<file path="src/rtl/cpu_ctrl_pkg.sv">
// Shared types and constants for the Simple-CPU control sequencer.
package cpu_ctrl_pkg;

    typedef enum logic [2:0] {
        IDLE   = 3'd0,
        FETCH  = 3'd1,
        DECODE = 3'd2,
        EXEC   = 3'd3,
        MEM    = 3'd4,
        WB     = 3'd5,
        HALT   = 3'd6,
        ERROR  = 3'd7
    } ctrl_state_t;

    localparam logic MEM_SEL_FETCH = 1'b0;
    localparam logic MEM_SEL_DATA  = 1'b1;

    // States that own the shared memory port.
    function automatic logic is_mem_state(input ctrl_state_t s);
        return (s == FETCH) || (s == MEM);
    endfunction

endpackage

</file>
<file path="src/rtl/ctrl_perf_counters.sv">
// Retired-instruction and memory-stall counters; wrap at 2^CNT_W.
module ctrl_perf_counters #(
    parameter int unsigned CNT_W = 32
) (
    input  logic             clk,
    input  logic             rst_n,
    input  logic             pc_we_i,
    input  logic             stall_i,
    output logic [CNT_W-1:0] retired_count_o,
    output logic [CNT_W-1:0] stall_count_o
);

    logic [CNT_W-1:0] retired_q, retired_d;
    logic [CNT_W-1:0] stall_q, stall_d;

    always_comb begin
        retired_d = retired_q + CNT_W'(pc_we_i);
        stall_d   = stall_q + CNT_W'(stall_i);
    end

    always_ff @(posedge clk or negedge rst_n) begin
        if (!rst_n) begin
            retired_q <= '0;
            stall_q   <= '0;
        end else begin
            retired_q <= retired_d;
            stall_q   <= stall_d;
        end
    end

    assign retired_count_o = retired_q;
    assign stall_count_o   = stall_q;

endmodule

</file>
<file path="src/rtl/cpu_control_sequencer.sv">
// Multi-cycle control FSM for the Simple-CPU datapath with shared memory port arbitration.
// Optional performance counters are built when PERF_COUNTERS_EN is defined.
module cpu_control_sequencer
    import cpu_ctrl_pkg::*;
#(
    parameter int unsigned MEM_TIMEOUT = 16,
    parameter int unsigned CNT_W       = 32
) (
    input  logic             clock,
    input  logic             reset_n,
    input  logic             start,
    input  logic             is_lw,
    input  logic             is_sw,
    input  logic             is_halt,
    input  logic             is_wb,
    input  logic             mem_ready,
    output logic             mem_req,
    output logic             mem_sel,
    output logic             mem_we,
    output logic             ir_we,
    output logic             pc_we,
    output logic             reg_we,
    output logic             halted,
    output logic             error,
    output logic [2:0]       state_o,
    output logic [CNT_W-1:0] retired_count,
    output logic [CNT_W-1:0] stall_count
);

    localparam int unsigned TO_W = (MEM_TIMEOUT > 1) ? $clog2(MEM_TIMEOUT) : 1;

    ctrl_state_t     state_q, state_d;
    logic [TO_W-1:0] to_cnt_q, to_cnt_d;
    logic            halted_q, halted_d;
    logic            error_q, error_d;
    logic            timeout_hit;

    // Last tolerated not-ready cycle of the current access.
    assign timeout_hit = (MEM_TIMEOUT != 0) && (to_cnt_q == TO_W'(MEM_TIMEOUT - 1));

    always_comb begin
        state_d  = state_q;
        mem_req  = 1'b0;
        mem_sel  = MEM_SEL_FETCH;
        mem_we   = 1'b0;
        ir_we    = 1'b0;
        pc_we    = 1'b0;
        reg_we   = 1'b0;
        to_cnt_d = (is_mem_state(state_q) && !mem_ready) ? to_cnt_q + TO_W'(1) : '0;

        case (state_q)
            IDLE: begin
                if (start) state_d = FETCH;
            end
            FETCH: begin
                mem_req = 1'b1;
                mem_sel = MEM_SEL_FETCH;
                if (mem_ready) begin
                    ir_we   = 1'b1;
                    state_d = DECODE;
                end else if (timeout_hit) begin
                    state_d = ERROR;
                end
            end
            DECODE: state_d = is_halt ? HALT : EXEC;
            EXEC:   state_d = (is_lw || is_sw) ? MEM : WB;
            MEM: begin
                mem_req = 1'b1;
                mem_sel = MEM_SEL_DATA;
                mem_we  = is_sw;
                if (mem_ready) begin
                    if (is_sw) begin
                        pc_we   = 1'b1;
                        state_d = FETCH;
                    end else begin
                        state_d = WB;
                    end
                end else if (timeout_hit) begin
                    state_d = ERROR;
                end
            end
            WB: begin
                reg_we  = is_wb || is_lw;
                pc_we   = 1'b1;
                state_d = FETCH;
            end
            default: ;
        endcase

        halted_d = halted_q || (state_d == HALT);
        error_d  = error_q || (state_d == ERROR);
    end

    always_ff @(posedge clock or negedge reset_n) begin
        if (!reset_n) begin
            state_q  <= IDLE;
            to_cnt_q <= '0;
            halted_q <= 1'b0;
            error_q  <= 1'b0;
        end else begin
            state_q  <= state_d;
            to_cnt_q <= to_cnt_d;
            halted_q <= halted_d;
            error_q  <= error_d;
        end
    end

    assign state_o = state_q;
    assign halted  = halted_q;
    assign error   = error_q;

`ifdef PERF_COUNTERS_EN
    ctrl_perf_counters #(
        .CNT_W(CNT_W)
    ) u_perf (
        .clk             (clock),
        .rst_n           (reset_n),
        .pc_we_i         (pc_we),
        .stall_i         (mem_req & ~mem_ready),
        .retired_count_o (retired_count),
        .stall_count_o   (stall_count)
    );
`else
    assign retired_count = '0;
    assign stall_count   = '0;
`endif

endmodule
</file>
<file path="config.mk">
export PLATFORM = sky130hd
export DESIGN_NAME = cpu_control_sequencer
export DESIGN_NICKNAME = d
export VERILOG_FILES = /design/src/rtl/cpu_ctrl_pkg.sv /design/src/rtl/ctrl_perf_counters.sv /design/src/rtl/cpu_control_sequencer.sv
export SDC_FILE = /design/constraint.sdc
export NUM_CORES = 1
export LEC_CHECK = 0
export CELL_PAD_IN_SITES_DETAIL_PLACEMENT = 1
export CELL_PAD_IN_SITES_GLOBAL_PLACEMENT = 2
export CORE_ASPECT_RATIO = 0.7
export CORE_UTILIZATION = 16
export CTS_CLUSTER_SIZE = 40
export DETAILED_ROUTE_END_ITERATION = 7
export HOLD_SLACK_MARGIN = 0.08
export PLACE_DENSITY_LB_ADDON = 0.1
export RECOVER_POWER = 50
export REMOVE_ABC_BUFFERS = 1
export SYNTH_ARGS = -nofsm -noshare
export SYNTH_HDL_FRONTEND = slang
export SYNTH_HIERARCHICAL = 1
export SYNTH_SLANG_ARGS = --single-unit
</file>
<file path="constraint.sdc">
create_clock -name clock -period 1.65 [get_ports clock]
set_input_delay 0.33 -clock clock [delete_from_list [all_inputs] [get_ports clock]]
set_output_delay 0.33 -clock clock [all_outputs]
set_load 0.01 [all_outputs]
</file>
==> metrics.csv, run 1 <==
stage,metric,value,unit
layout,area_delta_synth_final,11.8,%
pwr,p_leak,0.000593,uW
critical_path,arrival,1.71,ns
clocking,cts.sinks,9,
timing,rsz0062_at_grt,true,
global_routing,grtUsageTotal,5.95,%
global_routing,grt_pass1_vias,588,
placement,dp.cells,224,
clocking,clock_latency,0.23,ns
critical_path,ff2ff_path_depth,3,
placement,place_congestion,0.687,
detailed_routing,viasPerCell,2.97,
die,die_area,6710,sq um
critical_path,start_kind,input port,
logic_synthesis,avgSynthCellArea,8.17,sq um
pwr,p_per_area,1300,nW/um^2
logic_synthesis,synth_warnings,6,
timing,tns,0,ns
clocking,cts_root_buffer,clkbuf_8,
die,fp-row-count,23,
timing,max_freq,629,MHz
flow_run,maxCapViolCount,0,
logic_synthesis,syn-instance-count,125,
layout,final_util,19.2,%
timing,fin_crit_sh,96.4,%
clocking,clk_pin_slew_worst_paths,0.04,ns
detailed_routing,route.vias.total,678,
worst_hold_path,min_to,to_cnt_q[0]$_DFF_PN0_,
layout,diodes,0,
clocking,cts_buffers,3,
detailed_routing,drt_iter0_markers,18,
logic_synthesis,ys_seq_area_share,22.1,%
timing,max_slew_margin,59.2,%
logic_synthesis,synthTopCellsByArea,"buf_4 48%, dfrtp_1 22%, nor2_1 4.0%, xnor2_1 2.6%, o31ai_2 2.5%",
worst_hold_path,hp-start,to_cnt_q[0]$_DFF_PN0_,
placement,port_buffers,18,
placement,dpl_cell_area,1100,sq um
layout,instances_no_fill,228,
logic_synthesis,ys_ff_latch,9,
logic_synthesis,synth_cell_types,29,
logic_synthesis,synth_top_cell_by_area,buf_4,
detailed_routing,firstDrtPassIters,4,
worst_hold_path,holdCritPathClass,flop to flop,
detailed_routing,drtAntennaViolNets,0,
clocking,cts_tree,built,
global_routing,grt.overflow.total,0,
die,initial_core_util,17.2,%
global_routing,grt_max_degree,12,
detailed_routing,drc,0,
critical_path,r2r_slack,0.10,ns
layout,fill_cells,726,
pwr,peakVddDrop,0.423,mV
die,io_pins,83,
detailed_routing,drt_wl_total,2.02,mm
timing,setup_viol,0,
layout,finalInstanceArea,1140,sq um
layout,layout.nets,163,
critical_path,reg2reg_to,error$_DFF_PN0_,
critical_path,r2r-start,state_o[0]$_DFF_PN0_,
pwr,p_sw,637,uW
critical_path,worst-setup-path-type,input port to flop,
clocking,cts_max_path_buffers,2,
critical_path,crit_fanout,3,
critical_path,cp-end-kind,flop,
worst_hold_path,holdPathStages,1,
global_routing,grt_pass1_wl,3.00,mm
pwr,pwr-share-comb,58.9,%
pwr,p_clk_share,17.2,%
logic_synthesis,yosysTopAreaCellShare,47.8,%
clocking,htree_levels,1,
detailed_routing,routedWlPerCell,8.88,microns
layout,layout-drive-gt1-share,16.3,%
timing,finalHoldViolCount,0,
timing,fin_crit,1.59,ns
timing,fin_ws,0.0598,ns
placement,place_ws,-0.322,ns
die,coreArea,5930,sq um
run_status,outcome,"finished, final reports clean",
timing,tightest_slew,0.610,ns
pwr,internal_power,841,uW
die,fp.dieW,97.5,microns
pwr,p_sw_share,43.1,%
die,die_y,68.8,microns
pwr,pwr-share-seq,24.0,%
critical_path,cp.required,1.77,ns
timing,skew,0.000903,ns
timing,final_max_slew_viol_count,0,
global_routing,grt_antenna_before_repair,0,
logic_synthesis,synth.cell_area,1020,sq um
## Yosys cell counts, drive strengths merged
library cell   n
and3           1
o32ai          1
nor3b          1
buf           67
dfrtp          9
nor2b          2
and2           1
ha             1
o21a           1
o31ai          3
a21oi          3
or2            1
nand3          2
nand2          1
o22ai          1
xnor2          3
a31oi          1
o21ai          2
nor2          11
conb           1
inv            6
xor2           1
nand2b         3
nor3           2
## sequential cells by signal, indices dropped and copies added, names as in the netlist
register  flops
halted        1
error         1
to_cnt_q      4
state_o       3
## power by group through the flow
stage	sequential (uW)	combinational (uW)	clock (uW)
finish	355	870	254
global route	373	977	290
CTS	350	876	265
detailed placement	348	927	0
global placement	353	932	0
floorplan	398	402	0
## final cells by class
class	instances	area (sq um)	area share, %
Timing Repair Buffer	28	234	20.5
Multi-Input combinational cell	106	518	45.4
Tap cell	75	93.8	8.22
Inverter	6	22.5	1.97
Clock buffer	4	45.0	3.95
Sequential cell	9	228	20.0
## per-layer routing
| metal | share of wire [%] | up-vias | wire (microns) | global-route usage, % |
|---|---|---|---|---|
| li1 | - | 319 | - | - |
| met1 | 41 | 316 | 825 | 7.60 |
| met2 | 51 | 41 | 1040 | 9.62 |
| met3 | 7.5 | 2 | 151 | 2.42 |
| met4 | 0.40 | 0 | 8 | 1.10 |
| met5 | 0 | - | 0 | 0 |
## layout by cell type (no fill, tap or decap), drive strengths merged, types with 2 or more instances in the layout
cell	netlist	final
a21oi	3	3
buf	67	11
clkbuf	0	6
clkdlybuf4s50	0	8
conb	1	64
dfrtp	9	9
dlygate4sd2	0	5
inv	6	6
nand2b	3	3
nand3	2	2
nor2	11	11
nor2b	2	2
nor3	2	2
o21ai	2	2
o31ai	3	3
xnor2	3	3
## how the worst max path moves through the flow
stage	startpoint	end	slack (ns)	depth (start not counted)
floorplan	state_o[1]$_DFF_PN0_	mem_we	0.19	3
global placement	mem_ready	ir_we	-0.31	4
detailed placement	mem_ready	ir_we	-0.32	4
CTS	state_o[1]$_DFF_PN0_	mem_we	0.01	4
global route	is_sw	error$_DFF_PN0_	-0.05	6
finish	is_sw	error$_DFF_PN0_	0.06	6
## logic make-up (layout without fill, tap and decap cells)
family | count (synthesis) | in the layout | share of synthesized area, %
buffers and inverters | 73 | 38 | 52.2
AND/OR/NAND/NOR | 25 | 25 | 12.3
AO/OA/AOI/OAI | 12 | 12 | 8.46
flip-flops | 9 | 9 | 22.1
XOR/XNOR | 4 | 4 | 3.43
adder cells (fa/ha/maj) | 1 | 1 | 1.23
other | 1 | 64 | 0.367
## through the flow
step	hold slack (ns)	power, uW
after global placement	0.452	1290
final	0.471	1480
after CTS	0.424	1490
after detailed placement	0.469	1270
after global routing	0.509	1640
after floorplan	0.0344	801
## what timing repair did
item	4_1_cts	5_1_grt
resized for setup	15	7
buffers inserted	0	0
endpoints found under the setup margin	9	7
hold buffers	0	0
## worst max-delay path: stages
cell and delay, ns:
clkdlybuf4s50_1 0.44, buf_4 0.15, o21a_1 0.17, nor2_1 0.13, o32ai_1 0.18, o31ai_1 0.31
(Power assumes the default switching activity.)
==> run 2: changes to the inputs <==
--- a/config.mk
+++ b/config.mk
@@ -11,6 +11,7 @@
 export CORE_UTILIZATION = 16
 export CTS_CLUSTER_SIZE = 40
 export DETAILED_ROUTE_END_ITERATION = 7
+export GPL_ROUTABILITY_DRIVEN = 0
 export HOLD_SLACK_MARGIN = 0.08
 export PLACE_DENSITY_LB_ADDON = 0.1
 export RECOVER_POWER = 50
==> results of run 2 <==
Same layout as run 1: the final DEF is identical, and so are final timing and power.
